[src/rtl/lfsr_rand_arbiter.sv]
// -----------------------------------------------------------------------------
// lfsr_rand_arbiter
//
// Shares one bit-serial LFSR among N_REQ requesters. A granted requester gets
// WIDTH consecutive LFSR output bits assembled into one random word, delivered
// on rand_o together with a one-cycle pulse on its own valid_o bit. Requesters
// are served round-robin so that a requester that was just served drops to
// lowest priority.
//
// Ports:
//   clk_i       system clock, all state on posedge
//   rst_ni      synchronous reset, active-low
//   req_i       level request per requester, held until its valid_o bit pulses
//   lfsr_bit_i  next-bit output of the external LFSR
//   lfsr_en_o   LFSR shift enable, high only while shifting
//   grant_o     one-hot owner of the current transaction, 0 when idle
//   valid_o     one-cycle pulse on the owner's bit when rand_o is updated
//   rand_o      last assembled random word (holds between transactions)
//   busy_o      high while a transaction is in progress (SHIFT or DONE)
// -----------------------------------------------------------------------------
module lfsr_rand_arbiter #(
  parameter int unsigned N_REQ = 4,
  parameter int unsigned WIDTH = 8
) (
  input  logic             clk_i,
  input  logic             rst_ni,
  input  logic [N_REQ-1:0] req_i,
  input  logic             lfsr_bit_i,
  output logic             lfsr_en_o,
  output logic [N_REQ-1:0] grant_o,
  output logic [N_REQ-1:0] valid_o,
  output logic [WIDTH-1:0] rand_o,
  output logic             busy_o
);

  localparam int unsigned PTR_W = $clog2(N_REQ);
  localparam int unsigned CNT_W = $clog2(WIDTH);
  localparam logic [CNT_W-1:0] CNT_LAST = CNT_W'(WIDTH - 1);
  localparam logic [PTR_W-1:0] PTR_LAST = PTR_W'(N_REQ - 1);

  typedef enum logic [1:0] {
    ST_IDLE  = 2'd0,
    ST_SHIFT = 2'd1,
    ST_DONE  = 2'd2
  } state_e;

  state_e             state_r;
  state_e             state_nxt_s;
  logic [N_REQ-1:0]   grant_r;
  logic [N_REQ-1:0]   valid_r;
  logic [WIDTH-1:0]   rand_r;
  // Only WIDTH-1 bits need to be kept: the last bit arrives straight from
  // lfsr_bit_i on the cycle the word is completed.
  logic [WIDTH-2:0]   acc_r;
  logic [WIDTH-1:0]   acc_full_s;
  logic [CNT_W-1:0]   cnt_r;
  logic [PTR_W-1:0]   ptr_r;
  logic [PTR_W-1:0]   gidx_r;
  logic [PTR_W-1:0]   pick_idx_s;
  logic               req_any_s;
  logic               last_bit_s;

  // Round-robin pick: first set request bit at or after ptr, wrapping.
  function automatic logic [PTR_W-1:0] rr_pick(input logic [N_REQ-1:0] req,
                                               input logic [PTR_W-1:0] ptr);
    logic [PTR_W-1:0] idx;
    logic             found;
    int unsigned      pos;
    idx   = '0;
    found = 1'b0;
    for (int unsigned i = 0; i < N_REQ; i++) begin
      pos = (int'(ptr) + i) % N_REQ;
      if (!found && req[pos]) begin
        idx   = PTR_W'(pos);
        found = 1'b1;
      end else begin
        idx   = idx;
      end
    end
    return idx;
  endfunction

  // Request decode, shift-word assembly and last-bit detect.
  always_comb begin
    req_any_s  = |req_i;
    pick_idx_s = rr_pick(req_i, ptr_r);
    acc_full_s = {acc_r, lfsr_bit_i};
    last_bit_s = (cnt_r == CNT_LAST);
  end

  // Next-state logic.
  always_comb begin
    state_nxt_s = state_r;
    case (state_r)
      ST_IDLE: begin
        if (req_any_s) begin
          state_nxt_s = ST_SHIFT;
        end else begin
          state_nxt_s = ST_IDLE;
        end
      end
      ST_SHIFT: begin
        if (last_bit_s) begin
          state_nxt_s = ST_DONE;
        end else begin
          state_nxt_s = ST_SHIFT;
        end
      end
      ST_DONE:  state_nxt_s = ST_IDLE;
      default:  state_nxt_s = ST_IDLE;
    endcase
  end

  // State register.
  always_ff @(posedge clk_i) begin
    if (!rst_ni) begin
      state_r <= ST_IDLE;
    end else begin
      state_r <= state_nxt_s;
    end
  end

  // Grant, accumulator, counter, pointer and result registers.
  always_ff @(posedge clk_i) begin
    if (!rst_ni) begin
      grant_r <= '0;
      valid_r <= '0;
      rand_r  <= '0;
      acc_r   <= '0;
      cnt_r   <= '0;
      ptr_r   <= '0;
      gidx_r  <= '0;
    end else begin
      case (state_r)
        ST_IDLE: begin
          valid_r <= '0;
          if (req_any_s) begin
            grant_r <= {{(N_REQ-1){1'b0}}, 1'b1} << pick_idx_s;
            gidx_r  <= pick_idx_s;
            cnt_r   <= '0;
            acc_r   <= '0;
          end else begin
            grant_r <= '0;
          end
        end
        ST_SHIFT: begin
          // First captured bit ends up as the MSB of the word.
          acc_r <= acc_full_s[WIDTH-2:0];
          cnt_r <= cnt_r + CNT_W'(1);
          if (last_bit_s) begin
            rand_r  <= acc_full_s;
            valid_r <= grant_r;
          end else begin
            valid_r <= '0;
          end
        end
        ST_DONE: begin
          valid_r <= '0;
          grant_r <= '0;
          // Served requester becomes lowest priority.
          ptr_r   <= (gidx_r == PTR_LAST) ? '0 : gidx_r + PTR_W'(1);
        end
        default: begin
          valid_r <= '0;
          grant_r <= '0;
        end
      endcase
    end
  end

  assign lfsr_en_o = (state_r == ST_SHIFT);
  assign busy_o    = (state_r != ST_IDLE);
  assign grant_o   = grant_r;
  assign valid_o   = valid_r;
  assign rand_o    = rand_r;

endmodule

[config.mk]
export PLATFORM = sky130hd
export DESIGN_NAME = lfsr_rand_arbiter
export DESIGN_NICKNAME = d
export VERILOG_FILES = /design/src/rtl/lfsr_rand_arbiter.sv
export SDC_FILE = /design/constraint.sdc
export NUM_CORES = 1
export LEC_CHECK = 0
export CAP_MARGIN = 20
export CORE_ASPECT_RATIO = 1.5
export CORE_MARGIN = 4
export CORE_UTILIZATION = 51
export CTS_CLUSTER_DIAMETER = 40
export CTS_CLUSTER_SIZE = 10
export DETAILED_ROUTE_END_ITERATION = 6
export HOLD_SLACK_MARGIN = 0.15
export PLACE_DENSITY = 0.84
export SLEW_MARGIN = 20
export SYNTH_ARGS = -nofsm -noshare
export SYNTH_HDL_FRONTEND = slang
export SYNTH_SLANG_ARGS = --single-unit
export TNS_END_PERCENT = 1
[constraint.sdc]
create_clock -name clk_i -period 2.95 [get_ports clk_i]
set_clock_uncertainty 0.2 [all_clocks]
set_input_delay 0.295 -clock clk_i [delete_from_list [all_inputs] [get_ports clk_i]]
set_output_delay 0.295 -clock clk_i [all_outputs]
set_load 0.02 [all_outputs]
# Word-level counts from Yosys, hierarchy flattened
# Cells that the tools add are included.
[word_totals] in_bits=7 elab_cells=62 out_inout_bits=18 regBits=32
[op_classes] shifts=1 eq_ne=5 mux=25 n_lt_le_gt_ge=4 reduce_logical=14 add_sub_neg=5
[ops] op="one-hot mux 7 bit (2 select lines)" count=1
[ops] op="< comparator 2 x 3 -> 1 bit (second input constant)" count=4
[ops] op="2-to-1 mux 2 bit" count=6
[ops] op="binary-select mux 1 bit (select 2 bit)" count=4
[ops] op="2-to-1 mux 1 bit" count=8
[ops] op="one-hot mux 4 bit (2 select lines)" count=1
[ops] op="2-to-1 mux 7 bit" count=1
[ops] op="one-hot mux 3 bit (2 select lines)" count=1
[ops] op="AND reduction 2 bit" count=3
[ops] op="adder 2 x 1 -> 2 bit (second input constant)" count=2
[ops] op="adder 2 bit (second input constant)" count=2
[ops] op="== test 2 bit (second input constant)" count=2
[ops] op="2-to-1 mux 4 bit" count=1
[ops] op="one-hot mux 2 bit (2 select lines)" count=1
[ops] op="nonzero test 2 bit" count=2
[ops] op="OR reduction 4 bit" count=1
[ops] op="left shift 1 x 2 -> 4 bit (first input constant)" count=1
[ops] op="adder 3 x 1 -> 3 bit (second input constant)" count=1
[ops] op="== test 3 bit (second input constant)" count=1
[ops] op="logical AND 1 bit" count=3
[ops] op="zero test 1 bit" count=3
[ops] op="2-to-1 mux 3 bit" count=1
[ops] op="AND reduction 3 bit" count=1
[ops] op="== test 2 x 1 -> 1 bit (second input constant)" count=1
[ops] op="2 further kinds" count=2

# Depth between registers and ports, before layout
# Gate-level depths: netlist of run 1.
[depth] ltp_word=15 mapped_depth=6 ltp_nobuf=5

# Worst setup path after synthesis of run 1
# Ideal clock, no wire load.
[synth_path] path_type="reg2reg" from="register state_r[1]" to="register grant_r[1] (netlist: grant_o[1])" setup_ns=0.087 arrival_time_ns=1.543 required_ns=2.663 period_less_slack_ns=1.830 setup_slack_ns=1.120 stages_incl_launch_ff=5 n_path_buf=0 path_cell_list="dfxtp_1 -> or2_4 -> or2_1 -> or4_4 -> o31ai_1"
[synth_via] elab_chain_cells=2 elab_cells_between_ends=3 cone_classes="eq/ne (1); mux (1); reduce/logical (1)"
[synth_lines] item="start: declaration" line_no="47" source="state_e state_r;"
[synth_lines] item="start signal: assignment" line_no="119" source="state_r <= state_nxt_s;"
[synth_lines] item="== test 2 x 1 -> 1 bit or zero test 2 bit (tied branches)" line_no="134" source="case (state_r)"
[synth_lines] item="one-hot mux 4 bit (2 select lines)" line_no="134"
[synth_lines] item="end signal: assignment" line_no="138" source="grant_r <= {{(N_REQ-1){1'b0}}, 1'b1} << pick_idx_s;"
[synth_lines] item="end: declaration" line_no="49" source="logic [N_REQ-1:0] grant_r;"
# Parallel ways exist; a longest one is shown, timed or not.
# A chain may end at the register's enable or synchronous reset.

# Worst setup path after layout of run 1
[layout_path] from="register state_r[1]" to="output port lfsr_en_o"
[layout_via] elab_chain_cells=1
[layout_lines] item="== test 2 x 1 -> 1 bit" line_no="171" source="assign lfsr_en_o = (state_r == ST_SHIFT);"
[layout_lines] item="end: declaration" line_no="29" source="output logic lfsr_en_o,"
# Every way passes these cells.

==> impl_metrics.toml, run 1 <==
[outcome]
status = "finished, final reports clean"

[worst_setup_path]
crit_required_ns = 2.46
critical_path.reg2reg.startpoint = "state_r[1]$_SDFF_PN0_"
critPathCaptureType = "output port"
worstPathArrival_ns = 1.57
critical_path.max_fanout = 4
crit-reg2reg-capture = "grant_o[1]$_SDFFE_PN0N_"
ff2ff_setup_slack_ns = 1.07
start_kind = "flip-flop"
setup.worst_path.class = "flip-flop to output port"
worstRegToRegCells = 4

[sta]
finalSetupTns_ns = 0
final_min_period_over_clock_period_pct = 69.9
finalHoldViolCount = 0
max_slew.worst_pin.slew_ns = 0.433
fin_hold_ws_ns = 0.265
max_clock_freq_ghz = 0.485
rsz0062_at_grt = "no"
finalCriticalPeriod_ns = 2.06
relative_slew_margins_pct = 70.8
setup_viol = 0
setup_slack_ns = 0.888
slew_viol_final = 0

[synth]
postSynthRegisterBits = 32
yosys_most_used_dff = "dfxtp_1"
syn-cell-area_um2 = 1270
synth.avg_cell_area_um2 = 9.17
synth-async-reset-ratio_pct = 0
yosys.area.top_type_share_pct = 50.2
synth_commonest_cells = "dfxtp_1, nand2_1, a21boi_0, nor2b_1, a22oi_1"
number_of_synthesized_flops_with_an_enable_pin = 0
ys_types = 28
synth_fp_nets = 149
yosys_warnings = 0
synth_largest_area_cell = "dfxtp_1"
synthMostInstantiatedCell = "dfxtp_1"
synth-seq-area-share_pct = 50.2
yosys-top-cells-area = "dfxtp_1, nand2_1, a21boi_0, nor2b_1, a22oi_1"
netlist_instances = 139

[routing]
routed-via-count = 1026
drt.antenna.violating_nets = 0
drc = 0
postRouteWirelength_um = 2440
detail_route.wl_per_cell_um = 13.0
drt_iter0_drc = 22
post_drt_via_cell_ratio = 5.46
detailedRoute.firstPassIterationCount = 4

[min_path]
hold_path_depth = 2
worstHoldPathType = "flip-flop to flip-flop"
min-delay-start = "rand_o[7]$_SDFFE_PN0P_"
whs_endpoint = "rand_o[7]$_SDFFE_PN0P_"

[clock_network]
cts.sinks = 32
cts.reportedPaths.clkPinSlew_ns = 0.09
cts_buffers = 5
clock_insertion_delay_worst_skew_ns = 0.32
cts_hold_buf = 0
cts_tree = "yes"
clk_path_buf_depth = 2
htree_num_levels = 2
cts.repair.resized = 0
cts_setup_buffers = 0
ctsRootBufferMaster = "clkbuf_4"

[job]
cap_violations = 0

[finish]
finalNetCount = 175
post_route_cells_drive_above_1_share_pct = 6.67
finalCoreUtilization_pct = 69.0
design_area_um2 = 1600
antennaDiodeCount = 0
final-instance-count-excl-fill = 188
syn2layout_area_growth_pct = 25.2

[die]
die_w_um = 48.8
initial_standard_cell_utilization_of_the_core_pct = 55.1
core.rowCount = 21
number_of_ports_placed_on_the_die_boundary = 25
core_area_um2 = 2310
floorplan.die_area_um2 = 3380
chipHeight_um = 69.2

[place]
port-buffer-count = 24
place.detailed.hpwl_um = 1860
dpl.cell_count = 181
preCtsSetupSlack_ns = 0.702
routabilityCongestion = 0.725
post_dp_cell_area_um2 = 1530

[global_routing]
globalRoute.totalOverflow = 0
global_route_wire_length_before_repair_um = 4220
grt_pass1_vias = 1013
grt_start_max_net_pins = 18
grt_antenna_before_repair = 0
gr-usage-all-layers_pct = 15.8

[power]
p_leak_nw = 0.591
post-layout-total-power_mw = 0.790
ir_drop_mv = 0.274
power_density_nw_per_um2 = 495
[cell type report]
type                            instances  area (µm²)
Clock buffer                            7        65.1
Fill cell                             185         716
Inverter                                3        11.3
Multi-Input combinational cell         97         596
Sequential cell                        32         641
Tap cell                               23        28.8
Timing Repair Buffer                   26         255
[cells by family (layout without fill, tap and decap cells)]
family          count (synthesis)  after routing  synth area share, %
flops                          32             32                 50.2
compound gates                 34             34                 19.3
fa+ha+maj                       3              3                 2.94
simple gates                   58             58                 22.9
mux                             2              2                 1.57
buf+inv                        10             36                 3.04
[worst max path at each step]
stage                     slack, ns                      end  depth (start not counted)             startpoint
after floorplan                1.12  grant_o[1]$_SDFFE_PN0N_                          4  state_r[1]$_SDFF_PN0_
after global placement         0.78  grant_o[3]$_SDFFE_PN0N_                          5               req_i[3]
after detailed placement       0.70  grant_o[3]$_SDFFE_PN0N_                          5               req_i[3]
after CTS                      0.87                lfsr_en_o                          3  state_r[1]$_SDFF_PN0_
after global routing           0.82                lfsr_en_o                          3  state_r[1]$_SDFF_PN0_
final                          0.89                lfsr_en_o                          3  state_r[1]$_SDFF_PN0_
[power by group]
group	internal (mW)	switching (mW)	total [mW]
Combinational	0.0348	0.0383	0.0732
Clock	0.135	0.137	0.272
Sequential	0.439	0.00543	0.445
[cells in the final DEF (no fill, tap or decap), drive strengths merged, types with 2 or more instances in the layout]
cell type	synthesis	final
o31ai	4	4
nand3	4	4
a21oi	4	4
o21a	2	2
ha	3	3
dfxtp	32	32
and2	5	5
clkbuf	6	7
inv	3	3
or2	2	2
a22oi	9	9
clkdlybuf4s50	0	24
buf	1	2
nand2	24	24
nor2b	11	11
nor2	5	5
a21boi	11	11
nand2b	2	2
mux2i	2	2
[state kept, by name, summed over array words and instances, names as in the netlist]
| signal | cells |
|---|---|
| ptr_r | 2 |
| acc_r | 7 |
| cnt_r | 3 |
| grant_o | 4 |
| valid_o | 4 |
| gidx_r | 2 |
| rand_o | 8 |
| state_r | 2 |
[layer usage]
| metal | vias up | global-route usage, % | routed length (µm) |
|---|---|---|---|
| met5 | - | 0 | 0 |
| met4 | 0 | 7.78 | 35 |
| met3 | 5 | 5.81 | 106 |
| met2 | 19 | 28.8 | 1340 |
| met1 | 471 | 14.9 | 957 |
| li1 | 531 | - | - |
[worst max-delay path, cell delays in order, from the launching register on]
cell and delay, ns:
dfxtp_1 0.34, nand2b_1 0.20, inv_1 0.09, clkdlybuf4s50_1 0.61
Power figures use the tool's default switching activity.
==> run 2: changes to the inputs <==
--- a/config.mk
+++ b/config.mk
@@ -8,12 +8,12 @@
 export CAP_MARGIN = 20
 export CORE_ASPECT_RATIO = 1.5
 export CORE_MARGIN = 4
-export CORE_UTILIZATION = 51
+export CORE_UTILIZATION = 50
 export CTS_CLUSTER_DIAMETER = 40
 export CTS_CLUSTER_SIZE = 10
 export DETAILED_ROUTE_END_ITERATION = 6
 export HOLD_SLACK_MARGIN = 0.15
-export PLACE_DENSITY = 0.84
+export PLACE_DENSITY = 0.83
 export SLEW_MARGIN = 20
 export SYNTH_ARGS = -nofsm -noshare
 export SYNTH_HDL_FRONTEND = slang
==> constraint.sdc (replaced) <==
create_clock -name clk_i -period 1.9 [get_ports clk_i]
set_clock_uncertainty 0.2 [all_clocks]
set_input_delay 0.19 -clock clk_i [delete_from_list [all_inputs] [get_ports clk_i]]
set_output_delay 0.19 -clock clk_i [all_outputs]
set_load 0.02 [all_outputs]
==> impl_metrics.toml, run 2 (same netlist as run 1, synthesis figures left out) <==
[die]
core_area_um2 = 2450
initial_standard_cell_utilization_of_the_core_pct = 52.0
die_w_um = 49.2
number_of_ports_placed_on_the_die_boundary = 25
chipHeight_um = 69.8
core.rowCount = 22
floorplan.die_area_um2 = 3440

[clock_network]
cts.reportedPaths.clkPinSlew_ns = 0.09
clock_insertion_delay_worst_skew_ns = 0.32
cts.sinks = 32
htree_num_levels = 2
ctsRootBufferMaster = "clkbuf_4"
cts_tree = "yes"
cts_hold_buf = 0
cts_buffers = 5
clk_path_buf_depth = 2

[power]
power_density_nw_per_um2 = 704
ir_drop_mv = 0.542
p_leak_nw = 0.637
post-layout-total-power_mw = 1.16

[finish]
total_area_of_multi_input_combinational_cells_um2 = 601
seq_area_um2 = 643
design_area_um2 = 1650
final-instance-count-excl-fill = 196
mostFrequentLayoutCell = "dfxtp_1"
largest_register_ffs = 8
syn2layout_area_growth_pct = 29.6
antennaDiodeCount = 0
mostFrequentLayoutCells = "dfxtp_1, nand2_1, clkdlybuf4s50_1"
post_route_cells_drive_above_1_share_pct = 11.6
finalNetCount = 182
nFillCells = 195

[place]
post_dp_cell_area_um2 = 1600
place.detailed.hpwl_um = 2060
routabilityCongestion = 0.763
port-buffer-count = 24
dpl.cell_count = 189

[global_routing]
grt_start_max_net_pins = 18
gr-usage-all-layers_pct = 17.1
globalRoute.totalOverflow = 0
global_route_wire_length_before_repair_um = 4540
grt_antenna_before_repair = 0
grt_pass1_vias = 1057

[worst_setup_path]
critical_path.max_fanout = 4
critPathLaunch = "state_r[1]$_SDFF_PN0_"
crit_required_ns = 1.94
cpMaxStageDelayCell = "or4_4"
setup.worst_path.class = "flip-flop to flip-flop"
critical_path.max_stage_delay_ns = 0.50
start_kind = "flip-flop"
ff2ff_setup_slack_ns = 0.09
critical_path.reg2reg.startpoint = "state_r[1]$_SDFF_PN0_"
cp_cell_sequence = "or2_4 -> or2_1 -> or4_4 -> o31ai_1"
worstPathArrival_ns = 1.86
critPathCaptureType = "flip-flop"

[sta]
setup_viol = 0
rsz0062_at_grt = "no"
relative_slew_margins_pct = 67.5
max_clock_freq_ghz = 0.552
slew_viol_final = 0
finalCriticalPeriod_ns = 1.81
final_min_period_over_clock_period_pct = 95.4
max_slew.worst_pin.slew_ns = 0.487
finalHoldViolCount = 0

[routing]
drt_iter0_drc = 15
detail_route.wl_per_cell_um = 13.6
post_drt_via_cell_ratio = 5.41
detailedRoute.firstPassIterationCount = 4
drc = 0
drt.antenna.violating_nets = 0
routed-via-count = 1061
postRouteWirelength_um = 2660

[min_path]
worstHoldPathType = "flip-flop to flip-flop"
min-delay-start = "rand_o[1]$_SDFFE_PN0P_"

[job]
cap_violations = 0

[outcome]
status = "finished, final reports clean"
## run 2: cell types whose count changed in the layout (fill, tap and decap cells not counted)
cell	before	now
buf_4	2	8
clkbuf_8	2	0
clkdlybuf4s50_1	24	22
dfxtp_1	32	30
dfxtp_2	0	2
buf_12	0	1
clkbuf_1	0	1
clkinv_2	0	1
dlygate4sd2_1	0	1
dlymetal6s2s_1	0	1
o31ai_1	4	3
o31ai_2	0	1
## run 2: worst paths after layout
kind | to | cells after the start
min reg2reg | rand_o[1]$_SDFFE_PN0P_ | 2
max | grant_o[3]$_SDFFE_PN0N_ | 4
min | rand_o[1]$_SDFFE_PN0P_ | 2
max reg2reg | grant_o[3]$_SDFFE_PN0N_ | 4
## run 2: area by class of cell
cell class,instances,share of cell area [%]
Sequential cell,32,38.9
Clock buffer,6,2.50
Tap cell,24,1.82
Multi-Input combinational cell,97,36.3
Inverter,3,0.681
Timing Repair Buffer,33,19.5
Clock inverter,1,0.303
## run 2: what timing repair did
item,in CTS,in global routing
resized for setup,1,4
hold endpoints to repair,0,0
buffers inserted,0,0
pin swaps,0,2
endpoints found under the setup margin,1,3
## run 2: routing by layer
metal  global-route usage (%)  vias to the layer above  share of wire [%]
met3                     5.81                        8                4.2
met2                     30.6                       26                 57
met1                     16.8                      481                 36
met4                     9.49                        0                2.4
met5                        0                        -                  0
li1                         -                      546                  -
## run 2: power breakdown
| part | switching [mW] | leakage [nW] | total, mW | internal [mW] |
|---|---|---|---|---|
| clock | 0.209 | 0.0281 | 0.345 | 0.136 |
| combinational | 0.0657 | 0.349 | 0.128 | 0.0626 |
| sequential | 0.00865 | 0.260 | 0.691 | 0.682 |
## run 2: worst max-delay path, delay by kind of cell, from the launching register on
kind             cells  cell delay, ns
AO/OA/AOI/OAI        1            0.19
flip-flops           1            0.34
AND/OR/NAND/NOR      3            1.00
## run 2: metrics by stage
stage / setup slack (ns) / hold slack (ns) / setup TNS [ns] / util (%)
2_1_floorplan: 0.0703 / 0.135 / 0 / -
3_3_place_gp: -0.0609 / 0.250 / -0.122 / 65.2
3_5_place_dp: -0.120 / 0.256 / -0.378 / 65.2
4_1_cts: 0.0307 / 0.260 / 0 / 67.1
5_1_grt: 0.0429 / 0.273 / 0 / 67.5
6_report: 0.0874 / 0.264 / 0 / 67.5
==> run 3: changes to the inputs <==
--- a/config.mk
+++ b/config.mk
@@ -8,12 +8,13 @@
 export CAP_MARGIN = 20
 export CORE_ASPECT_RATIO = 1.5
 export CORE_MARGIN = 4
-export CORE_UTILIZATION = 50
+export CORE_UTILIZATION = 51
 export CTS_CLUSTER_DIAMETER = 40
 export CTS_CLUSTER_SIZE = 10
 export DETAILED_ROUTE_END_ITERATION = 6
+export GPL_ROUTABILITY_DRIVEN = 0
 export HOLD_SLACK_MARGIN = 0.15
-export PLACE_DENSITY = 0.83
+export PLACE_DENSITY = 0.84
 export SLEW_MARGIN = 20
 export SYNTH_ARGS = -nofsm -noshare
 export SYNTH_HDL_FRONTEND = slang
==> constraint.sdc (replaced) <==
create_clock -name clk_i -period 2.09 [get_ports clk_i]
set_clock_uncertainty 0.2 [all_clocks]
set_input_delay 0.209 -clock clk_i [delete_from_list [all_inputs] [get_ports clk_i]]
set_output_delay 0.209 -clock clk_i [all_outputs]
set_load 0.02 [all_outputs]
==> impl_metrics.toml, run 3 (same netlist as run 1, synthesis figures left out) <==
[outcome]
status = "finished, final reports clean"

[sta]
final_min_period_over_clock_period_pct = 95.3
finalCriticalPeriod_ns = 1.99
setup_viol = 0
relative_slew_margins_pct = 69.9
max_clock_freq_ghz = 0.502
finalHoldViolCount = 0
max_slew.worst_pin.slew_ns = 0.450
slew_viol_final = 0
rsz0062_at_grt = "no"

[finish]
design_area_um2 = 1630
syn2layout_area_growth_pct = 27.6
mostFrequentLayoutCells = "dfxtp_1, nand2_1, clkdlybuf4s50_1"
finalCoreUtilization_pct = 70.3
finalNetCount = 179
mostFrequentLayoutCell = "dfxtp_1"
largest_register_ffs = 8
post_route_cells_drive_above_1_share_pct = 8.88
antennaDiodeCount = 0

[job]
cap_violations = 0

[clock_network]
ctsRootBufferMaster = "clkbuf_4"
cts.repair.resized = 0
cts.reportedPaths.clkPinSlew_ns = 0.08
cts_buffers = 5
cts.sinks = 32
cts_setup_buffers = 0
cts_hold_buf = 0
cts_tree = "yes"
htree_num_levels = 2
clock_insertion_delay_worst_skew_ns = 0.32
clk_path_buf_depth = 2

[worst_setup_path]
critical_path.max_stage_delay_ns = 0.60
cp_cell_sequence = "nand2b_1 -> inv_1 -> clkdlybuf4s50_1"
cpMaxStageDelayCell = "clkdlybuf4s50_1"
critical_path.max_fanout = 4
setup.worst_path.class = "flip-flop to output port"
worstPathArrival_ns = 1.58
crit_required_ns = 1.68
critPathCaptureType = "output port"
start_kind = "flip-flop"

[routing]
post_drt_via_cell_ratio = 5.46
drc = 0
drt.antenna.violating_nets = 0
detailedRoute.firstPassIterationCount = 4
postRouteWirelength_um = 2560
routed-via-count = 1049
detail_route.wl_per_cell_um = 13.3
drt_iter0_drc = 18

[place]
port-buffer-count = 24
post_dp_cell_area_um2 = 1560
place.detailed.hpwl_um = 1980

[global_routing]
grt_antenna_before_repair = 0
globalRoute.totalOverflow = 0
grt_start_max_net_pins = 17
met2_usage_pct = 31.1
use_met1_pct = 16.2
grt_use_met3_pct = 4.52
global_route.peak_usage_layer = "met2"
grt_pass1_vias = 1077
global_route_wire_length_before_repair_um = 4590
gr-usage-all-layers_pct = 16.9

[die]
chipHeight_um = 69.2
floorplan.die_area_um2 = 3380
core.rowCount = 21
core_area_um2 = 2310
number_of_ports_placed_on_the_die_boundary = 25
die_w_um = 48.8
initial_standard_cell_utilization_of_the_core_pct = 55.1

[min_path]
worstHoldPathType = "flip-flop to flip-flop"

[power]
power_density_nw_per_um2 = 691
p_leak_nw = 0.611
ir_drop_mv = 0.482
post-layout-total-power_mw = 1.12
-- run 3: metrics by stage --
| stage | setup WS (ns) | hold slack (ns) | cells | setup TNS (ns) |
|---|---|---|---|---|
| final | 0.0988 | 0.264 | 192 | 0 |
| after global routing | 0.0456 | 0.298 | 192 | 0 |
| after CTS | 0.0737 | 0.269 | 192 | 0 |
| after detailed placement | -0.0253 | 0.256 | 185 | -0.0652 |
| after global placement | 0.0601 | 0.250 | 185 | 0 |
| after floorplan | 0.260 | 0.154 | 139 | 0 |
-- run 3: layout make-up --
cell class,count,area [µm²]
well taps,23,28.8
multi-input cells,97,596
flip-flops and latches,32,641
clock buffers,7,65.1
fillers,190,686
inverters,3,11.3
repair buffers,30,285
-- run 3: worst paths after layout --
kind / start / endpoint / slack (ns) / cells past startpoint
min: rand_o[5]$_SDFFE_PN0P_ / rand_o[5]$_SDFFE_PN0P_ / 0.26 / 2
min reg2reg: rand_o[5]$_SDFFE_PN0P_ / rand_o[5]$_SDFFE_PN0P_ / 0.26 / 2
max: state_r[1]$_SDFF_PN0_ / lfsr_en_o / 0.1 / 3
max reg2reg: state_r[1]$_SDFF_PN0_ / grant_o[3]$_SDFFE_PN0N_ / 0.22 / 4
-- run 3: metal layers --
| layer | wire length [µm] | share of wire, % |
|---|---|---|
| met2 | 1430 | 56 |
| met4 | 72 | 2.8 |
| met1 | 940 | 37 |
| met5 | 0 | 0 |
| met3 | 116 | 4.5 |
-- run 3: worst max-delay path, delay by kind of cell, from the launching register on --
kind | cells | cell delay, ns
and+or+nand+nor | 1 | 0.22
buffers and inverters | 2 | 0.70
DFF | 1 | 0.35
-- run 3: power breakdown --
part / internal [mW] / switching, mW
clock network: 0.191 / 0.194
logic: 0.0542 / 0.0570
registers: 0.620 / 0.00771
